**src/rtl/rpn_pkg.sv**
```systemverilog
// Shared constants and state encoding for the RPN stack master.
package rpn_pkg;

  localparam logic [1:0] KIND_OPND = 2'b00;
  localparam logic [1:0] KIND_OP   = 2'b01;
  localparam logic [1:0] KIND_END  = 2'b10;

  localparam logic [1:0] OP_ADD = 2'b00;
  localparam logic [1:0] OP_SUB = 2'b01;
  localparam logic [1:0] OP_AND = 2'b10;
  localparam logic [1:0] OP_XOR = 2'b11;

  typedef enum logic [2:0] {
    IDLE,
    PUSH,
    POP_B,
    CAP_B,
    POP_A,
    CAP_A,
    POP_R,
    CAP_R
  } state_t;

endpackage

```
**src/rtl/rpn_stack_master_if.sv**
```systemverilog
// Token input, stack request/response and result signals of the RPN stack master.
interface rpn_stack_master_if #(
  parameter int DATA_W = 4
);
  logic              Tok_Valid;
  logic              Tok_Ready;
  logic [1:0]        Tok_Kind;
  logic [DATA_W-1:0] Tok_Data;
  logic              St_Push;
  logic              St_Pop;
  logic [DATA_W-1:0] St_Data_In;
  logic [DATA_W-1:0] St_Data_Out;
  logic              St_Full;
  logic              St_Empty;
  logic [DATA_W-1:0] Result;
  logic              Result_Valid;
  logic              Error;

  modport master (
    input  Tok_Valid, Tok_Kind, Tok_Data, St_Data_Out, St_Full, St_Empty,
    output Tok_Ready, St_Push, St_Pop, St_Data_In, Result, Result_Valid, Error
  );

  modport slave (
    output Tok_Valid, Tok_Kind, Tok_Data, St_Data_Out, St_Full, St_Empty,
    input  Tok_Ready, St_Push, St_Pop, St_Data_In, Result, Result_Valid, Error
  );
endinterface

```
**src/rtl/rpn_alu.sv**
```systemverilog
// Combinational operator unit: A op B, wrapping modulo 2^DATA_W.
// Zero latency; no flow control.
module rpn_alu
  import rpn_pkg::*;
#(
  parameter int DATA_W = 4
) (
  input  logic [DATA_W-1:0] i_a,
  input  logic [DATA_W-1:0] i_b,
  input  logic [1:0]        i_op,
  output logic [DATA_W-1:0] o_y
);

  always_comb begin
    o_y = '0;
    case (i_op)
      OP_ADD:  o_y = i_a + i_b;
      OP_SUB:  o_y = i_a - i_b;
      OP_AND:  o_y = i_a & i_b;
      OP_XOR:  o_y = i_a ^ i_b;
      default: o_y = '0;
    endcase
  end

endmodule

```
**src/rtl/rpn_stack_master.sv**
```systemverilog
// RPN evaluator driving an external push/pop stack; one token in flight at a time.
// Operand 2 cycles, operator 6, end 3; Tok_Ready is high only while idle.
module rpn_stack_master
  import rpn_pkg::*;
#(
  parameter int DATA_W = 4,
  parameter int DEPTH  = 8
) (
  input  logic               i_clk,
  input  logic               i_rst_n,
  rpn_stack_master_if.master m_bus
);

  if (DEPTH < 2) begin : g_depth_chk
    $error("rpn_stack_master: DEPTH must be at least 2");
  end

  state_t            r_state;
  logic [1:0]        r_op;
  logic [DATA_W-1:0] r_a;
  logic [DATA_W-1:0] r_b;
  logic              r_tok_rdy;
  logic              r_push;
  logic              r_pop;
  logic [DATA_W-1:0] r_din;
  logic [DATA_W-1:0] r_result;
  logic              r_res_vld;
  logic              r_err;
  logic [DATA_W-1:0] w_alu_a;
  logic [DATA_W-1:0] w_alu;

  // A is forwarded straight from the stack in its capture cycle so the
  // push of f(A,B) can be registered one cycle later.
  assign w_alu_a = (r_state == CAP_A) ? m_bus.St_Data_Out : r_a;

  rpn_alu #(.DATA_W(DATA_W)) u_alu (
    .i_a  (w_alu_a),
    .i_b  (r_b),
    .i_op (r_op),
    .o_y  (w_alu)
  );

  always_ff @(posedge i_clk or negedge i_rst_n) begin
    if (!i_rst_n) begin
      r_state   <= IDLE;
      r_op      <= OP_ADD;
      r_a       <= '0;
      r_b       <= '0;
      r_tok_rdy <= 1'b1;
      r_push    <= 1'b0;
      r_pop     <= 1'b0;
      r_din     <= '0;
      r_result  <= '0;
      r_res_vld <= 1'b0;
      r_err     <= 1'b0;
    end else begin
      r_push    <= 1'b0;
      r_pop     <= 1'b0;
      r_res_vld <= 1'b0;
      case (r_state)
        IDLE: begin
          if (m_bus.Tok_Valid && r_tok_rdy) begin
            case (m_bus.Tok_Kind)
              KIND_OPND: begin
                if (m_bus.St_Full) begin
                  r_err <= 1'b1;
                end else begin
                  r_push    <= 1'b1;
                  r_din     <= m_bus.Tok_Data;
                  r_tok_rdy <= 1'b0;
                  r_state   <= PUSH;
                end
              end
              KIND_OP: begin
                r_op      <= m_bus.Tok_Data[1:0];
                r_pop     <= !m_bus.St_Empty;
                r_tok_rdy <= 1'b0;
                r_state   <= POP_B;
              end
              KIND_END: begin
                r_pop     <= !m_bus.St_Empty;
                r_tok_rdy <= 1'b0;
                r_state   <= POP_R;
              end
              default: ;
            endcase
          end
        end
        PUSH: begin
          r_tok_rdy <= 1'b1;
          r_state   <= IDLE;
        end
        POP_B: begin
          if (m_bus.St_Empty) begin
            r_err     <= 1'b1;
            r_tok_rdy <= 1'b1;
            r_state   <= IDLE;
          end else begin
            r_state <= CAP_B;
          end
        end
        CAP_B: begin
          r_b     <= m_bus.St_Data_Out;
          r_pop   <= !m_bus.St_Empty;
          r_state <= POP_A;
        end
        POP_A: begin
          if (m_bus.St_Empty) begin
            r_err     <= 1'b1;
            r_tok_rdy <= 1'b1;
            r_state   <= IDLE;
          end else begin
            r_state <= CAP_A;
          end
        end
        CAP_A: begin
          r_a     <= m_bus.St_Data_Out;
          r_push  <= 1'b1;
          r_din   <= w_alu;
          r_state <= PUSH;
        end
        POP_R: begin
          if (m_bus.St_Empty) begin
            r_err     <= 1'b1;
            r_tok_rdy <= 1'b1;
            r_state   <= IDLE;
          end else begin
            r_state <= CAP_R;
          end
        end
        CAP_R: begin
          r_result  <= m_bus.St_Data_Out;
          r_res_vld <= 1'b1;
          if (!m_bus.St_Empty) r_err <= 1'b1;
          r_tok_rdy <= 1'b1;
          r_state   <= IDLE;
        end
        default: begin
          r_tok_rdy <= 1'b1;
          r_state   <= IDLE;
        end
      endcase
    end
  end

  assign m_bus.Tok_Ready    = r_tok_rdy;
  assign m_bus.St_Push      = r_push;
  assign m_bus.St_Pop       = r_pop;
  assign m_bus.St_Data_In   = r_din;
  assign m_bus.Result       = r_result;
  assign m_bus.Result_Valid = r_res_vld;
  assign m_bus.Error        = r_err;

endmodule

```
**src/flat_wrapper.sv**
```systemverilog
// flat-port wrapper written by rule: the top's interface ports become plain ports
module rpn_stack_master_flat import rpn_pkg::*;
#(
  parameter int DATA_W = 4,
  parameter int DEPTH  = 8
)
  (i_clk, i_rst_n, m_bus_Tok_Valid, m_bus_Tok_Kind, m_bus_Tok_Data, m_bus_St_Data_Out, m_bus_St_Full, m_bus_St_Empty, m_bus_Tok_Ready, m_bus_St_Push, m_bus_St_Pop, m_bus_St_Data_In, m_bus_Result, m_bus_Result_Valid, m_bus_Error);
  rpn_stack_master_if #(.DATA_W(DATA_W)) m_bus_i ();
  input  logic i_clk;
  input  logic i_rst_n;
  input wire logic [$bits(m_bus_i.Tok_Valid)-1:0] m_bus_Tok_Valid;
  input wire logic [$bits(m_bus_i.Tok_Kind)-1:0] m_bus_Tok_Kind;
  input wire logic [$bits(m_bus_i.Tok_Data)-1:0] m_bus_Tok_Data;
  input wire logic [$bits(m_bus_i.St_Data_Out)-1:0] m_bus_St_Data_Out;
  input wire logic [$bits(m_bus_i.St_Full)-1:0] m_bus_St_Full;
  input wire logic [$bits(m_bus_i.St_Empty)-1:0] m_bus_St_Empty;
  output wire logic [$bits(m_bus_i.Tok_Ready)-1:0] m_bus_Tok_Ready;
  output wire logic [$bits(m_bus_i.St_Push)-1:0] m_bus_St_Push;
  output wire logic [$bits(m_bus_i.St_Pop)-1:0] m_bus_St_Pop;
  output wire logic [$bits(m_bus_i.St_Data_In)-1:0] m_bus_St_Data_In;
  output wire logic [$bits(m_bus_i.Result)-1:0] m_bus_Result;
  output wire logic [$bits(m_bus_i.Result_Valid)-1:0] m_bus_Result_Valid;
  output wire logic [$bits(m_bus_i.Error)-1:0] m_bus_Error;
  assign m_bus_i.Tok_Valid = m_bus_Tok_Valid;
  assign m_bus_i.Tok_Kind = m_bus_Tok_Kind;
  assign m_bus_i.Tok_Data = m_bus_Tok_Data;
  assign m_bus_i.St_Data_Out = m_bus_St_Data_Out;
  assign m_bus_i.St_Full = m_bus_St_Full;
  assign m_bus_i.St_Empty = m_bus_St_Empty;
  assign m_bus_Tok_Ready = m_bus_i.Tok_Ready;
  assign m_bus_St_Push = m_bus_i.St_Push;
  assign m_bus_St_Pop = m_bus_i.St_Pop;
  assign m_bus_St_Data_In = m_bus_i.St_Data_In;
  assign m_bus_Result = m_bus_i.Result;
  assign m_bus_Result_Valid = m_bus_i.Result_Valid;
  assign m_bus_Error = m_bus_i.Error;
  rpn_stack_master #(.DATA_W(DATA_W), .DEPTH(DEPTH)) u_core (.i_clk(i_clk), .i_rst_n(i_rst_n), .m_bus(m_bus_i));
endmodule
```
**config.mk**
```make
export PLATFORM = sky130hd
export DESIGN_NAME = rpn_stack_master_flat
export DESIGN_NICKNAME = d
export VERILOG_FILES = /design/src/rtl/rpn_pkg.sv /design/src/rtl/rpn_stack_master_if.sv /design/src/rtl/rpn_alu.sv /design/src/rtl/rpn_stack_master.sv /design/src/flat_wrapper.sv
export SDC_FILE = /design/constraint.sdc
export NUM_CORES = 1
export LEC_CHECK = 0
export ABC_AREA = 1
export ABC_CLOCK_PERIOD_IN_PS = 2550
export CAP_MARGIN = 10
export CORE_ASPECT_RATIO = 1.4
export CORE_UTILIZATION = 35
export CTS_CLUSTER_DIAMETER = 50
export DETAILED_ROUTE_END_ITERATION = 16
export HOLD_SLACK_MARGIN = 0.12
export PLACE_DENSITY = 0.65
export SYNTH_ARGS = -nofsm -noshare
export SYNTH_HDL_FRONTEND = slang
export SYNTH_SLANG_ARGS = --single-unit
```
**constraint.sdc**
```tcl
create_clock -name i_clk -period 2.55 [get_ports i_clk]
set_input_delay 0.6375 -clock i_clk [delete_from_list [all_inputs] [get_ports i_clk]]
set_output_delay 0.6375 -clock i_clk [all_outputs]
set_load 0.005 [all_outputs]
```
==> qor.txt, run 1 <==
Post-layout util: 46.34%
P_leak: 1.013 nW
Count of cell types in the netlist: 32
Antenna Nets Post-Route: 0
Vias in the first global route: 1252
EDFF count, synth: 0
NetSw: 0.0009182 W
Setup bufs post-CTS: 0
Final hold slack: 0.4840 ns
Area delta synth->final: 26.34%
Synth Area per Inst: 7.839 sq um
Drt pass-1 iters: 4
RR Startpoint: u_core.r_state[0]
Hold path start: u_core.m_bus.Error
# fillers: 453
DP HPWL: 2.640 mm
CP startpoint: u_core.r_state[0]
Initial Utilization: 36.68%
Vias per cell: 4.653
Root buf cell: clkbuf_8
Post-Place Setup Slack: 0.2394 ns
Clock share of power: 15.6%
Final Instance Count excl. Fillers: 291
Comb pwr share: 51.0%
Syn Nets: 226
Io pins: 28
Post-synth top area share: 39.90%
RSZ-0062 raised after global routing: false
Die width: 58.57 microns
CP Capture Type: flop
TritonCTS clock tree: done
Switching part of the total power: 41.27%
Final-report max-slew violation count: 0
Internal Power: 0.001307 W
Worst setup margin: 0.4607 ns
Most common cell after layout, fill and taps aside: nand2_1
DRC viols: 0
Global-route wire length before repair: 5.637 mm
Initial antenna violation count: 0
Vias: 1354
Worst EP arrival: 2.31 ns
Tcrit/Tclk final: 81.93%
Ys async rst share: 100.0%
PD cells: 1123 nW/um^2
Setup TNS: 0 ns
Status: finished, final reports clean
Skew-Pair Late Insertion Delay: 0.28 ns
Final Setup Violations: 0
Synth Register Bits: 26
Slew @ Worst Pin: 0.3397 ns
Slew HR: 77.22%
Clk_skew: 0.005669 ns
Post-cts resize count: 0
Max-cap check violation count: 0
Sequential Power Share: 33.4%
Die Height: 81.19 microns
Synth warn: 0
Post-CTS Hold Buffers: 0
Worst min-delay path class: reg -> reg
WL final: 3.358 mm
Max H-tree Level: 1
CTS sink count: 26
Final Critical Period: 2.089 ns
CP Class: reg -> reg
RePlAce Congestion: 0.8428
Maximum vdd ir drop: 0.0003953 V
DIE AREA: 4755 sq um
Synth Flop Type: dfrtp_1
Cell area after synthesis: 1568 sq um
Max Clock Freq: 478.6 MHz
Top cells by area, synth: dfrtp_1 40%, nand2_1 14%, ha_1 8.8%
Layout cells sized above 1: 8.658%
Crit path max fanout: 10
Grt ovf: 0
Seq/Total Area, Yosys: 41.58%
Area of the core: 4274 sq um
Row count: 28
Startpoint Class: flop
Largest net degree at the start of global routing: 27
Fin. Hold Viols: 0
Diodes inserted: 0
Routed WL per cell: 11.54 microns
Worst endpoint required time: 2.77 ns
DRT iter0 DRCs: 24
Clk slew on worst S/H paths: 0.09 ns
Max Buffers Root-to-Sink: 2
Port Buffer Count: 27
CTS Buf Count: 3
Dpl cells: 287
Syn Inst Count: 200
Tot GR Track Use: 15.84%
Final nets: 258
Cell accounting for the most synthesized area: dfrtp_1
Commonest non-fill, non-tap cells in the layout: 58 x nand2_1, 30 x inv_1, 27 x clkdlybuf4s50_1
power groups by stage:
stage	registers [W]	logic [W]	clock network (W)
floorplan	0.000703	0.000823	0
global placement	0.000755	0.00112	0
detailed placement	0.000758	0.00114	0
CTS	0.000748	0.00115	0.000357
global route	0.000770	0.00132	0.000375
finish	0.000743	0.00114	0.000346
logic make-up after synthesis:
group                      after synthesis  share of synthesized area, %
DFF                                     26                         41.58
muxes                                    1                        0.7182
AOI/OAI and AO/OA                       32                         12.37
and+or+nand+nor                         94                         27.21
buffers and inverters                   36                         9.338
adders and majority gates               11                         8.779
sequential cells by signal, summed over array words and instances (netlist names):
register,flops
u_core.r_b,4
u_core.r_a,4
u_core.r_op,2
u_core.m_bus.Error,1
u_core.m_bus.St_Push,1
u_core.m_bus.Result,4
u_core.m_bus.Tok_Ready,1
u_core.m_bus.St_Pop,1
u_core.r_state,3
u_core.m_bus.Result_Valid,1
u_core.m_bus.St_Data_In,4
area by class of cell:
type	count	area, sq um	share of cell area (%)
tap	60	75.07	3.790
inverter	34	127.6	6.443
clock buffer	3	41.29	2.085
multi-input combinational	138	769.5	38.85
clock inverter	1	30.03	1.516
timing repair buffer	29	285.3	14.40
sequential	26	651.9	32.91
synth_stat cells (all sizes together), types with 3 or more instances:
library cell	n
a21oi	5
a31oi	3
dfrtp	25
ha	11
inv	34
nand2	61
nand3	16
nand4	4
nor2	6
o21ai	13
through the flow:
step / total power (W) / cell area (sq um)
2_1_floorplan: 0.001527 / 1568
3_3_place_gp: 0.001874 / 1909
3_5_place_dp: 0.001894 / 1909
4_1_cts: 0.002254 / 1981
5_1_grt: 0.002465 / 1981
6_report: 0.002225 / 1981
worst paths after layout:
| kind | endpoint | slack (ns) | depth (start not counted) |
|---|---|---|---|
| worst min register to register | u_core.m_bus.Error | 0.48 | 1 |
| max in group asynchronous | u_core.m_bus.Tok_Ready | 1.52 | 2 |
| min in group asynchronous | u_core.m_bus.St_Data_In[3] | 0.73 | 2 |
| worst min-delay path | u_core.m_bus.Error | 0.48 | 1 |
| worst max-delay path | u_core.m_bus.St_Data_In[2] | 0.46 | 14 |
| worst max register to register | u_core.m_bus.St_Data_In[2] | 0.46 | 14 |
critical path, cell delays in order (launching register included):
cell and delay, ns:
dfrtp_1 0.51, nand3_4 0.20, inv_1 0.07, or2_2 0.27, o21ai_0 0.11, ha_1 0.19, inv_1 0.05, ha_1 0.17
inv_1 0.05, nand2_1 0.06, nand2_1 0.06, nand2_1 0.04, o21ai_1 0.14, nand2_1 0.06, nand2_1 0.05
per-layer routing:
| layer | vias to the layer above | track usage, % | part of all wire (%) |
|---|---|---|---|
| met1 | 619 | 18.88 | 44 |
| met3 | 5 | 1.911 | 1.8 |
| met2 | 15 | 28.51 | 53 |
| met4 | 0 | 6.429 | 1.5 |
| met5 | - | 0 | 0 |
| li1 | 715 | - | - |
Power figures use the tool's default switching activity.
==> run 2: changes to the inputs <==
Settings changed: ABC_CLOCK_PERIOD_IN_PS 2550 to 1800, PLACE_DENSITY 0.65 to 0.67.
Clock period 2.55 ns to 1.8 ns, I/O delays scaled along.
==> run 2 against run 1 <==
- cell count increased by 13%
- routed wire length increased by 15%
- clock power up 43%
- sequential share of layout area shrank 5.2 points
- die area did not move
- non-clock buffer count rose by 37
- setup slack worse by 0.38 ns
- critical path type unchanged
==> qor.txt, run 2 (synthesis gave the netlist of run 1 again) <==
Initial Utilization: 36.68%
Row count: 28
Post-Place Setup Slack: -0.2740 ns
Drt pass-1 iters: 4
Area of the core: 4274 sq um
Cell count of the worst hold path: 1
Root buf cell: clkbuf_8
Clk_skew: 0.004363 ns
Startpoint Class: flop
Worst min-delay path class: reg -> reg
WL final: 3.877 mm
Slew HR: 76.16%
Tot GR Track Use: 17.82%
Cells along the critical path: inv_2 -> nand3_4 -> buf_8 -> o21ai_4 -> ha_2 -> inv_2 -> nand2_1 -> nand3_2 -> nand2_1 -> nand2_1 -> nand3_1 -> nand2_1 -> nand2_1 -> nand2_1
Sequential cell area: 653.1 sq um
P_leak: 1.212 nW
Internal Power: 0.002246 W
Tcrit/Tclk final: 95.69%
Area delta synth->final: 50.20%
Clk slew on worst S/H paths: 0.09 ns
DRT iter0 DRCs: 40
Switching part of the total power: 40.56%
Area after DPL: 2166 sq um
Maximum vdd ir drop: 0.0005918 V
Layout cells sized above 1: 27.99%
Critical path depth: 14
Vias in the first global route: 1468
TritonCTS clock tree: done
CTS sink count: 26
Grt ovf: 0
Worst EP arrival: 1.90 ns
Commonest non-fill, non-tap cells in the layout: 55 x nand2_1, 35 x buf_4, 25 x clkdlybuf4s50_1
NetSw: 0.001533 W
Diodes inserted: 0
Sequential Power Share: 26.7%
Clock share of power: 13.1%
DIE AREA: 4755 sq um
Most frequent CP cell: nand2_1
Tot Pwr: 0.003779 W
Crit path max fanout: 7
Max H-tree Level: 1
Vias: 1531
Worst r2r path cells: 14
Port Buffer Count: 27
Max Clock Freq: 580.6 MHz
DRC viols: 0
Skew-Pair Late Insertion Delay: 0.28 ns
Worst setup margin: 0.07760 ns
Final Setup Violations: 0
DP HPWL: 2.896 mm
Worst endpoint required time: 1.98 ns
Crit path largest cell delay: 0.39 ns
Footprint of the multi-input gates: 838.3 sq um
CTS Buf Count: 3
Post-layout util: 55.09%
Max-cap check violation count: 0
RePlAce Congestion: 0.8535
Final nets: 295
Vias per cell: 4.668
Routed WL per cell: 11.82 microns
Die Height: 81.19 microns
Final-report max-slew violation count: 0
RSZ-0062 raised after global routing: true
Largest net degree at the start of global routing: 27
PD cells: 1605 nW/um^2
Cell area after layout: 2355 sq um
Most common cell after layout, fill and taps aside: nand2_1
Global-route wire length before repair: 6.382 mm
Comb pwr share: 60.2%
Antenna Nets Post-Route: 0
Slew @ Worst Pin: 0.3566 ns
Status: finished, final reports clean
Slowest CP cell: dfrtp_1
CP Capture Type: flop
Final Critical Period: 1.722 ns
Max Buffers Root-to-Sink: 2
# fillers: 411
Die width: 58.57 microns
Io pins: 28
Fin. Hold Viols: 0
CP Class: reg -> reg
CP Buf/Inv Count: 3
Post-CTS Hold Buffers: 0
Top delay family on crit path: simple AND/OR/NAND/NOR gates
Initial antenna violation count: 0
-- run 2: changes by cell type in the layout (fill, tap and decap cells not counted), sizes merged --
cell | before | now
buf | 2 | 39
clkdlybuf4s50 | 27 | 25
dlymetal6s2s | 0 | 2
-- run 2: path summary, 6_finish.rpt --
path                                         start                          to  slack, ns
min in group asynchronous                  i_rst_n               u_core.r_a[3]       0.53
worst min register to register  u_core.m_bus.Error          u_core.m_bus.Error       0.48
max in group asynchronous                  i_rst_n      u_core.m_bus.Tok_Ready       0.96
worst min-delay path            u_core.m_bus.Error          u_core.m_bus.Error       0.48
worst max register to register   u_core.r_state[1]  u_core.m_bus.St_Data_In[3]       0.08
worst max-delay path             u_core.r_state[1]  u_core.m_bus.St_Data_In[3]       0.08
-- run 2: stage by stage --
step                hold slack [ns]  cells  TNS (ns)
floorplan                    0.1544    200         0
detailed placement           0.4599    318    -1.332
global route                 0.4988    328  -0.08428
finish                       0.4777    328         0
CTS                          0.4816    322         0
global placement             0.4626    318    -1.224
-- run 2: area by class of cell --
cell class                 count  share of cell area (%)
timing repair buffer          66                   24.92
inverter                      34                   5.526
clock inverter                 1                   1.275
multi-input combinational    138                   35.60
tap                           60                   3.188
sequential                    26                   27.74
clock buffer                   3                   1.753
-- run 2: power groups by stage --
stage / logic (W) / clock network [W] / registers [W]
2_1_floorplan: 0.00123 / 0 / 0.00100
3_3_place_gp: 0.00198 / 0 / 0.00100
4_1_cts: 0.00202 / 0.000506 / 0.000999
6_report: 0.00228 / 0.000495 / 0.00101
3_5_place_dp: 0.00201 / 0 / 0.00101
5_1_grt: 0.00254 / 0.000529 / 0.00104
-- run 2: what timing repair did --
action                                  4_1_cts  5_1_grt
gates resized for setup                       0       23
setup buffers                                 0        6
endpoints found under the setup margin        0        5
-- run 2: per-layer routing --
layer | share of wire, % | track usage (%) | up-vias
met5 | 0 | 0 | -
met4 | 1.6 | 6.429 | 0
met3 | 2.2 | 1.911 | 5
met2 | 55 | 33.91 | 21
met1 | 41 | 20.08 | 710
li1 | - | - | 795
